**src/rtl/eth_ts_pkg.sv**
```systemverilog
// Shared definitions for the timestamped test-frame sender.
//   state_t      : sender FSM states
//   axis_beat_t  : one formatted AXI4-Stream beat (data, keep, last)
//   clamp_len    : limits a requested frame length to the legal Ethernet range
package eth_ts_pkg;

    localparam int unsigned LEN_W  = 11;
    localparam int unsigned BEAT_W = 8;
    localparam int unsigned DATA_W = 64;
    localparam int unsigned KEEP_W = DATA_W / 8;
    localparam int unsigned HDR_W  = 256;

    localparam logic [15:0]      ETHERTYPE = 16'h88B5;
    localparam logic [LEN_W-1:0] MIN_LEN   = 11'd60;
    localparam logic [LEN_W-1:0] MAX_LEN   = 11'd1514;

    typedef enum logic [1:0] {
        ST_IDLE = 2'd0,
        ST_SEND = 2'd1,
        ST_GAP  = 2'd2,
        ST_DONE = 2'd3
    } state_t;

    typedef struct packed {
        logic [DATA_W-1:0] tdata;
        logic [KEEP_W-1:0] tkeep;
        logic              tlast;
    } axis_beat_t;

    function automatic logic [LEN_W-1:0] clamp_len(input logic [LEN_W-1:0] len);
        if (len < MIN_LEN)      return MIN_LEN;
        else if (len > MAX_LEN) return MAX_LEN;
        else                    return len;
    endfunction

endpackage

```
**src/rtl/eth_ts_beat_fmt.sv**
```systemverilog
// Combinational formatter: builds one 64-bit beat of the test frame.
//   beat            : beat index within the frame
//   len             : frame length in bytes (already clamped, 60..1514)
//   dst_mac/src_mac : header addresses
//   flow_id, seq    : flow number and its sequence value (seq zero-extended)
//   ts              : timestamp captured at frame start (zero-extended)
//   beat_c          : tdata/tkeep/tlast for this beat; bytes past len are zero
module eth_ts_beat_fmt
    import eth_ts_pkg::*;
(
    input  logic [BEAT_W-1:0] beat,
    input  logic [LEN_W-1:0]  len,
    input  logic [47:0]       dst_mac,
    input  logic [47:0]       src_mac,
    input  logic [7:0]        flow_id,
    input  logic [31:0]       seq,
    input  logic [63:0]       ts,
    output axis_beat_t        beat_c
);

    logic [HDR_W-1:0]  hdr;
    logic [BEAT_W-1:0] last_beat;
    logic [LEN_W-1:0]  n;

    // 32-byte header, byte 0 in the most significant position
    assign hdr = {dst_mac, src_mac, ETHERTYPE, flow_id, 8'h00, seq, 32'h0, ts};

    // len is never below 60, so len-1 cannot underflow
    assign last_beat = BEAT_W'((len - LEN_W'(1)) >> 3);

    // Byte lane i carries frame byte n = 8*beat + i
    always_comb begin
        beat_c = '0;
        n      = '0;
        for (int unsigned i = 0; i < KEEP_W; i++) begin
            n = {beat, 3'(i)};
            if (n < len) begin
                if (n < LEN_W'(32)) beat_c.tdata[8*i +: 8] = hdr[8*(31 - int'(n[4:0])) +: 8];
                else                beat_c.tdata[8*i +: 8] = n[7:0];
            end
        end
        beat_c.tlast = (beat == last_beat);
        beat_c.tkeep = '1;
        if (beat_c.tlast && (len[2:0] != 3'd0))
            beat_c.tkeep = KEEP_W'((9'd1 << len[2:0]) - 9'd1);
    end

endmodule

```
**src/rtl/eth_ts_send.sv**
```systemverilog
// Timestamped test-frame generator with round-robin flows.
//   clk156, s_aresetn   : clock, synchronous active-low reset
//   enable              : level; starts / continues generation
//   frame_len           : frame bytes without FCS (clamped 60..1514)
//   ifg_cycles          : idle cycles between frames (0 = back-to-back)
//   burst_count         : frames per run, 0 = continuous
//   dst_mac, src_mac    : header addresses
//   m_axis_*            : AXI4-Stream master, tuser tied low
//   busy, done          : sending/gap indicator, run-complete indicator
//   frames_sent         : total frames completed since reset (wraps)
module eth_ts_send
    import eth_ts_pkg::*;
#(
    parameter int unsigned FLOWS = 4,
    parameter int unsigned SEQ_W = 32,
    parameter int unsigned TS_W  = 64
) (
    input  logic        clk156,
    input  logic        s_aresetn,
    input  logic        enable,
    input  logic [10:0] frame_len,
    input  logic [7:0]  ifg_cycles,
    input  logic [15:0] burst_count,
    input  logic [47:0] dst_mac,
    input  logic [47:0] src_mac,
    output logic        m_axis_tvalid,
    input  logic        m_axis_tready,
    output logic [63:0] m_axis_tdata,
    output logic [7:0]  m_axis_tkeep,
    output logic        m_axis_tlast,
    output logic        m_axis_tuser,
    output logic        busy,
    output logic        done,
    output logic [31:0] frames_sent
);

    localparam int unsigned FLOW_W = (FLOWS > 1) ? $clog2(FLOWS) : 1;
    localparam int unsigned SLOTS  = 1 << FLOW_W;
    localparam logic [FLOW_W-1:0] LAST_FLOW = FLOW_W'(FLOWS - 1);

    state_t            state_q, state_d;
    logic [BEAT_W-1:0] beat_q, beat_d;
    logic [LEN_W-1:0]  len_q, len_d;
    logic [7:0]        ifg_q, ifg_d;
    logic [7:0]        gap_q, gap_d;
    logic [15:0]       burst_q, burst_d;
    logic [15:0]       run_q, run_d;
    logic [47:0]       dst_q, dst_d;
    logic [47:0]       src_q, src_d;
    logic [FLOW_W-1:0] flow_q, flow_d;
    logic [SEQ_W-1:0]  seq_q [SLOTS];
    logic [SEQ_W-1:0]  seq_d [SLOTS];
    logic [TS_W-1:0]   ts_cnt_q;
    logic [TS_W-1:0]   ts_cap_q, ts_cap_d;
    logic [31:0]       frames_d;
    logic              frame_done;
    logic              tvalid_d;
    logic [SEQ_W-1:0]  seq_sel;
    axis_beat_t        fmt_c;

    assign m_axis_tuser = 1'b0;

    // Output beat is formatted from next-cycle values so it can be registered
    assign seq_sel = seq_d[flow_d];

    eth_ts_beat_fmt u_fmt (
        .beat    (beat_d),
        .len     (len_d),
        .dst_mac (dst_d),
        .src_mac (src_d),
        .flow_id (8'(flow_d)),
        .seq     (32'(seq_sel)),
        .ts      (64'(ts_cap_d)),
        .beat_c  (fmt_c)
    );

    // Next-state, per-flow counters and frame bookkeeping
    always_comb begin
        state_d    = state_q;
        beat_d     = beat_q;
        len_d      = len_q;
        ifg_d      = ifg_q;
        gap_d      = gap_q;
        burst_d    = burst_q;
        run_d      = run_q;
        dst_d      = dst_q;
        src_d      = src_q;
        flow_d     = flow_q;
        seq_d      = seq_q;
        ts_cap_d   = ts_cap_q;
        frames_d   = frames_sent;
        frame_done = 1'b0;

        case (state_q)
            ST_IDLE: begin
                if (enable) begin
                    state_d  = ST_SEND;
                    len_d    = clamp_len(frame_len);
                    ifg_d    = ifg_cycles;
                    burst_d  = burst_count;
                    dst_d    = dst_mac;
                    src_d    = src_mac;
                    run_d    = '0;
                    beat_d   = '0;
                    ts_cap_d = ts_cnt_q;
                end
            end
            ST_SEND: begin
                // tvalid is always high here, so tready alone means a handshake
                if (m_axis_tready) begin
                    if (m_axis_tlast) begin
                        frames_d      = frames_sent + 32'd1;
                        seq_d[flow_q] = seq_q[flow_q] + SEQ_W'(1);
                        flow_d        = (flow_q == LAST_FLOW) ? '0 : flow_q + FLOW_W'(1);
                        run_d         = run_q + 16'd1;
                        if (ifg_q != 8'd0) begin
                            state_d = ST_GAP;
                            gap_d   = ifg_q;
                        end else begin
                            frame_done = 1'b1;
                        end
                    end else begin
                        beat_d = beat_q + BEAT_W'(1);
                    end
                end
            end
            ST_GAP: begin
                if (gap_q == 8'd1) frame_done = 1'b1;
                else               gap_d = gap_q - 8'd1;
            end
            ST_DONE: begin
                if (!enable) state_d = ST_IDLE;
            end
            default: state_d = ST_IDLE;
        endcase

        // End of frame plus gap: finish the run, stop, or start the next frame
        if (frame_done) begin
            if ((burst_q != 16'd0) && (run_d == burst_q)) begin
                state_d = ST_DONE;
            end else if (!enable) begin
                state_d = ST_IDLE;
            end else begin
                state_d  = ST_SEND;
                beat_d   = '0;
                ts_cap_d = ts_cnt_q;
            end
        end

        tvalid_d = (state_d == ST_SEND);
    end

    // State, counters and registered outputs
    always_ff @(posedge clk156) begin
        if (!s_aresetn) begin
            state_q       <= ST_IDLE;
            beat_q        <= '0;
            len_q         <= '0;
            ifg_q         <= '0;
            gap_q         <= '0;
            burst_q       <= '0;
            run_q         <= '0;
            dst_q         <= '0;
            src_q         <= '0;
            flow_q        <= '0;
            seq_q         <= '{default: '0};
            ts_cnt_q      <= '0;
            ts_cap_q      <= '0;
            frames_sent   <= '0;
            m_axis_tvalid <= 1'b0;
            m_axis_tdata  <= '0;
            m_axis_tkeep  <= '0;
            m_axis_tlast  <= 1'b0;
            busy          <= 1'b0;
            done          <= 1'b0;
        end else begin
            state_q       <= state_d;
            beat_q        <= beat_d;
            len_q         <= len_d;
            ifg_q         <= ifg_d;
            gap_q         <= gap_d;
            burst_q       <= burst_d;
            run_q         <= run_d;
            dst_q         <= dst_d;
            src_q         <= src_d;
            flow_q        <= flow_d;
            seq_q         <= seq_d;
            ts_cnt_q      <= ts_cnt_q + TS_W'(1);
            ts_cap_q      <= ts_cap_d;
            frames_sent   <= frames_d;
            m_axis_tvalid <= tvalid_d;
            m_axis_tdata  <= tvalid_d ? fmt_c.tdata : '0;
            m_axis_tkeep  <= tvalid_d ? fmt_c.tkeep : '0;
            m_axis_tlast  <= tvalid_d & fmt_c.tlast;
            busy          <= (state_d == ST_SEND) || (state_d == ST_GAP);
            done          <= (state_d == ST_DONE);
        end
    end

endmodule

```
**config.mk**
```make
export PLATFORM = sky130hd
export DESIGN_NAME = eth_ts_send
export DESIGN_NICKNAME = d
export VERILOG_FILES = /design/src/rtl/eth_ts_pkg.sv /design/src/rtl/eth_ts_beat_fmt.sv /design/src/rtl/eth_ts_send.sv
export SDC_FILE = /design/constraint.sdc
export NUM_CORES = 1
export LEC_CHECK = 0
export CELL_PAD_IN_SITES_DETAIL_PLACEMENT = 1
export CELL_PAD_IN_SITES_GLOBAL_PLACEMENT = 1
export CORE_UTILIZATION = 35
export DETAILED_ROUTE_END_ITERATION = 7
export PLACE_DENSITY_LB_ADDON = 0.12
export SLEW_MARGIN = 20
export SYNTH_ARGS = -nofsm -noshare
export SYNTH_HDL_FRONTEND = slang
export SYNTH_SLANG_ARGS = --single-unit
```
**constraint.sdc**
```tcl
create_clock -name clk156 -period 6.15 [get_ports clk156]
set_input_delay 1.845 -clock clk156 [delete_from_list [all_inputs] [get_ports clk156]]
set_output_delay 1.845 -clock clk156 [all_outputs]
set_load 0.005 [all_outputs]
```
# --- After elaboration in Yosys (flattened, before gate mapping) ---
# Index checks and enable logic that the tools add are counted.
totals:
  ff_bits: 531
  output_inout_bits: 109
classes:
  n_addsub: 17
  magnitude_cmp: 21
  n_eq_ne: 14
  shifts: 9
  mux: 68
  n_bitwise: 3
  reduce_logical: 28
op_table:
  columns: ["cell", "count"]
  rows:
  - ["256-bit by 32-bit variable part select with 8-bit output", 8]
  - ["128-bit 2-to-1 mux", 3]
  - ["64-bit 2-to-1 mux", 5]
  - ["48-bit 2-to-1 mux", 4]
  - ["32-bit 2-to-1 mux", 5]
  - ["8-bit 2-to-1 mux", 19]
  - ["32-bit binary-select mux with 2-bit select", 2]
  - ["128-bit bitwise mux", 1]
  - ["11-bit by 6-bit less-than comparator with 1-bit output, second input constant", 9]
  - ["11-bit less-than comparator", 8]
  - ["32-bit by 1-bit adder with 32-bit output, second input constant", 2]
  - ["64-bit by 1-bit adder with 64-bit output, second input constant", 1]
  - ["32-bit demux with 2-bit select", 1]
  - ["16-bit 2-to-1 mux", 3]
  - ["5-bit by 5-bit subtractor with 6-bit output, first input constant", 8]
  - ["11-bit 2-to-1 mux", 4]
  - ["16-bit one-hot mux with 2 select lines", 1]
  - ["8-bit one-hot mux with 2 select lines", 2]
  - ["4-bit AND reduction", 7]
  - ["3-bit AND reduction", 9]
  - ["2-bit 2-to-1 mux", 11]
  - ["16-bit by 1-bit adder with 16-bit output, second input constant", 1]
  - ["16-bit == test", 1]
  - ["16-bit nonzero test", 1]
  - ["other kinds (26)", 44]

# --- Longest topological paths before layout ---
depth:
  ltp_word: 14
  ltp_mapped: 23
  mapped_depth_nobuf: 20

# --- Modules after synthesis ---
# A second synthesis with hierarchy kept.
hier_totals:
  hier_cells: 3246
  hier_area_um2: 26912.1
by_module_without_submodules:
  columns: ["mod", "n_inst", "cells_each", "area_per_inst_um2"]
  rows:
  - ["eth_ts_send", 1, 2905, 24452.2]
  - ["eth_ts_beat_fmt", 1, 341, 2459.9]

# --- Least setup slack after synthesis ---
# OpenSTA, ideal clock, no wires.
synth_path:
  path_type: "input to register"
  start: "in m_axis_tready"
  end: "reg m_axis_tdata[48]"
  setup_time_ns: 0.078
  arrival_time_ns: 6.281
  t_required_ns: 6.072
  path_slack_ns: -0.209
  stages: 19
  path_cell_list: "buf_2 > nand4_1 > or4_1 > a31oi_1 > o2111ai_1 > a2111o_1 > or4_1 > buf_2 > nand2_1 > nand2_1 > inv_1 > ha_1 > and3_1 > a221oi_1 > o21ai_0 > a21oi_1 > nand2_1 > a21o_1 > nor3_1"
synth_via:
  elab_chain_cells: 8
synth_rtl:
  columns: ["item", "line", "text"]
  rows:
  - ["start, declared", "eth_ts_send.sv:27", "input logic m_axis_tready,"]
  - ["16-bit 2-to-1 mux", "eth_ts_send.sv:110", "if (m_axis_tready) begin"]
  - ["16-bit one-hot mux with 2 select lines", "eth_ts_send.sv:94", "case (state_q)"]
  - ["16-bit == test", "eth_ts_send.sv:139", "if ((burst_q != 16'd0) && (run_d == burst_q)) begin"]
  - ["1-bit logical AND", "eth_ts_send.sv:139", null]
  - ["8-bit 2-to-1 mux", "eth_ts_send.sv:139", null]
  - ["8-bit 2-to-1 mux *", "eth_ts_send.sv:138", "if (frame_done) begin"]
  - ["net beat_d[3]", "eth_ts_send.sv:42", "logic [BEAT_W-1:0] beat_q, beat_d;"]
  - ["11-bit by 6-bit less-than comparator with 1-bit output or 11-bit less-than comparator (tied branches)", "eth_ts_beat_fmt.sv:38, eth_ts_beat_fmt.sv:37", null]
  - ["4-bit AND reduction (no source line) *", null, null]
  - ["end signal, assigned", "eth_ts_send.sv:192", "m_axis_tdata <= tvalid_d ? fmt_c.tdata : '0;"]
  - ["end, declared", "eth_ts_send.sv:28", "output logic [63:0] m_axis_tdata,"]
# Mark *: on every way through the listed nets, which the timed path passes. The rest lies on a longest branch. The select of a mux whose other input is x is not followed.
# A chain may end at the register's enable or synchronous reset.

# --- Worst setup path after layout ---
layout_path:
  start: "in m_axis_tready"
  end: "reg m_axis_tdata[13]"
layout_rtl:
  columns: ["item", "line"]
  rows:
  - ["16-bit 2-to-1 mux", "eth_ts_send.sv:110"]
  - ["16-bit one-hot mux with 2 select lines", "eth_ts_send.sv:94"]
  - ["16-bit == test", "eth_ts_send.sv:139"]
  - ["1-bit logical AND", "eth_ts_send.sv:139"]
  - ["8-bit 2-to-1 mux", "eth_ts_send.sv:139"]
  - ["8-bit 2-to-1 mux *", "eth_ts_send.sv:138"]
  - ["net beat_d[3]", "eth_ts_send.sv:42"]
  - ["11-bit less-than comparator or 11-bit by 6-bit less-than comparator with 1-bit output (tied branches)", "eth_ts_beat_fmt.sv:37, eth_ts_beat_fmt.sv:38"]
  - ["3-bit AND reduction (no source line) or 8-bit 2-to-1 mux (tied branches)", null]
# Marked as above.

==> impl_metrics.toml <==
[run_status]
status = "finished clean"

[place]
port_buffers = 242
place_ws_ps = -913
dp.cells = 4188
dp_hpwl_mm = 71.7
gp_congestion = 0.866

[finish]
fillCellCount = 8381
layout.nets = 3464
antenna_cells = 0
instances_no_fill = 4297
areaGrowthSynthToFinish_pct = 25.1
drive_above_1_share_pct = 11.8

[setup_path]
cp.required_ps = 6730
crit_cells = 24
r2r_setup_slack_ps = 520
end_kind = "flop"
crit_family = "simple AND/OR/NAND/NOR gates"
path_common_cell = "buf_4"
critPathLaunch = "m_axis_tready"
crit_fanout = 7
arrival_ps = 6540
rr_endpoint = "m_axis_tdata[13]"
worstPathCellList = "clkdlybuf4s15_1 > nand4_1 > buf_4 > buf_4 > nor4_1 > buf_4 > mux2i_1 > a221oi_1 > nand4_1 > or4_1 > buf_4 > nand2_2 > nand2_1 > inv_2 > ha_1 > and3_1 > buf_4 > nand2_1 > nor2_1 > buf_4 > a31o_2 > nand2b_1 > a2111o_1 > o21ai_1"
crit_type = "primary input to flop"
crit_path_end = "m_axis_tdata[13]"
timing.rr.start = "state_q[1]"
startpoint_type = "primary input"
cpPeakStageDelay_ps = 620
critPathSlowestCell = "or4_1"
crit_buf_inv = 8
rr_worst_depth = 23

[drt]
wirelength_mm = 99.2
drtAntennaViolNets = 0
wl_per_cell_um = 23.1
drtIter0Drc = 1393
via_per_inst = 5.65
via_count = 24300
firstDrtPassIters = 5
route.detailed.drc = 0

[power_and_ir_drop]
leakage_nw = 11.8
max-vdd-ir-drop_uv = 202
powerDensity_nw_per_um2 = 261
power_w = 0.00834

[timing]
finalCritPeriodShare_pct = 96.9
slew_headroom_pct = 38.5
hold_viol = 0
rsz0062_at_grt = "false"
max_freq_mhz = 168
timing.final.crit_period_ps = 5960
skew_ps = 15.4
slew_violations = 0
worst_pin_slew_ps = 914
setup_viol = 0
worst_slack_ps = 191

[clock_network]
htreeDepth = 2
cts_made_buffers = 61
cts.path.max_buffers = 3
cts_tree = "built"
root_buffer = "clkbuf_16"
clkLatencyLatePin_ps = 650
clock_sinks = 531
path_clk_slew_ps = 60

[hold_path]
min_path_type = "flop to flop"

[floorplan]
rows = 98
dieArea_um2 = 74100
io_pins = 244
coreArea_um2 = 71900
die_h_um = 272
start_util_pct = 35.6
die_w_um = 272

[yosys]
ys_types = 86
syn-num-nets = 3186
synth_flop_cell = "dfxtp_1"
synth_cells = 3023
async_flop_share_pct = 0
ys_ff_latch = 531
synth_warnings = 0
synth_edf_count = 0
synth-seq-area-share_pct = 41.6
avgSynthCellArea_um2 = 8.45
netlist_area_um2 = 25600

[global_routing]
grt_pass1_wl_mm = 151
grt_pass1_vias = 25000
grtUsageTotal_pct = 26.1
grt_max_degree = 128
grt-ovfl-total = 0
antenna_found_initial = 1

[run]
maxCapViolCount = 0
-- metal layers --
metal	wire, µm	global-route usage (%)	vias to the layer above	share of wire (%)
li1	-	-	11400	-
met2	46900	43.8	543	47
met3	4260	3.26	112	4.3
met4	2020	6.40	0	2.0
met5	0	0	-	0
met1	46000	35.5	12200	46
-- logic make-up after synthesis --
logic type / Yosys count / share of synthesized area, %
DFF: 531 / 41.6
other: 1 / 0.0147
and+or+nand+nor: 1151 / 20.5
buffers and inverters: 256 / 3.97
xor gates and xnor gates: 125 / 4.28
muxes: 177 / 9.85
adders and majority gates: 28 / 1.37
AOI/OAI and AO/OA: 754 / 18.4
-- cell type report --
type | count | area [µm²] | area share [%]
flip-flops and latches | 531 | 10600 | 33.3
well taps | 950 | 1190 | 3.72
multi-input cells | 2236 | 14000 | 43.9
repair buffers | 427 | 3940 | 12.3
clock buffers | 88 | 1780 | 5.56
inverters | 44 | 174 | 0.544
clock inverters | 21 | 208 | 0.650
-- cell usage in the layout (no fill, tap or decap), types with 12 or more instances in the layout --
cell type and n:
xor2_1 81, inv_1 39, a22oi_1 18, clkbuf_8 15, and4_1 24, o22ai_1 33
a211oi_1 71, and3_1 25, buf_4 174, or3_1 28, nand3_1 88, xnor2_1 44
clkbuf_1 12, nor2_1 367, o211ai_1 22, a31oi_1 32, nor3_1 54, o21ai_0 149
nand2_1 401, and2_1 43, clkdlybuf4s50_1 240, nand4_1 43, a21oi_1 269, clkinv_2 14
mux2i_1 112, ha_1 28, mux4_2 59, clkbuf_16 61, nor4_1 14, dfxtp_1 530
-- where the power goes --
group	total, W	leakage [nW]	internal, W	switching (W)
clock network	0.00366	0.986	0.00212	0.00154
logic	0.00108	6.49	0.000464	0.000620
registers	0.00360	4.31	0.00354	0.0000624
-- sequential cells by signal, summed over array words and instances (netlist names) --
name and flops:
gap_q 8, m_axis_tlast 1, frames_sent 32, ifg_q 8, ts_cnt_q 64, src_q 48, m_axis_tkeep 8, burst_q 16
seq_q 128, len_q 11, done 1, m_axis_tdata 64, busy 1, beat_q 8, ts_cap_q 64, flow_q 2
m_axis_tvalid 1, dst_q 48, run_q 16, state_q 2
-- tightest hold or removal path: cells and delay by family, from the launching register on --
| family | cells | cell delay, ps |
|---|---|---|
| AO/OA/AOI/OAI | 1 | 50 |
| flip-flops | 1 | 300 |
| AND/OR/NAND/NOR | 1 | 50 |
-- cells in the mapped netlist, types with 7 or more instances --
master	count	area [µm²]
xnor2_1	44	385
o21ai_1	10	50.1
clkbuf_1	162	608
o211ai_1	22	165
a211oi_1	71	533
a221oi_1	12	105
nor3_1	56	280
inv_1	40	150
a41oi_1	8	70.1
dfxtp_1	531	10600
and4_1	24	210
o21ai_0	150	751
a21o_1	12	90.1
buf_2	24	120
a21oi_1	273	1370
nand2b_1	11	68.8
nand4_1	43	269
o22ai_1	33	206
or4_1	8	60.1
o22a_1	7	61.3
mux4_2	59	1330
nand2_1	404	1520
xor2_1	81	709
or3_1	28	175
buf_1	19	71.3
a31oi_1	32	200
a22oi_1	18	135
nor2_1	368	1380
and3_1	25	156
nor4_1	15	93.8
mux2i_1	113	1130
nor2b_1	10	62.6
nand3_1	88	440
o2111ai_1	7	61.3
ha_1	28	350
o221a_2	7	78.8
o21a_1	7	52.6
and2_1	47	294
o311ai_0	8	70.1
-- timing repair --
item | CTS | global route
setup endpoints to repair | 24 | 37
pin swaps | 1 | 2
resized for setup | 4 | 7
endpoints found under the hold margin | 0 | 0
setup buffers | 0 | 0
cloned | 0 | 0
hold buffers | 0 | 0
-- through the flow --
step                      hold slack [ps]  TNS [ps]  util [%]  area [µm²]
final                                 454         0      44.5       32000
after detailed placement              447    -38550      41.7       29900
after CTS                             456         0      44.4       31900
after global placement                436    -30490      41.7       29900
after global routing                  474         0      44.5       32000
after floorplan                       429         0         -       25600
-- how the worst min path moves through the flow --
stage	from	end	slack [ps]	cells after the start
2_1_floorplan	src_q[19]	src_q[19]	430	2
5_1_grt	src_q[0]	src_q[0]	470	2
3_5_place_dp	dst_q[17]	dst_q[17]	450	2
6_report	src_q[26]	src_q[26]	450	2
4_1_cts	dst_q[36]	dst_q[36]	460	2
3_3_place_gp	src_q[19]	src_q[19]	440	2
No activity file was read; power rests on OpenSTA's default activity.
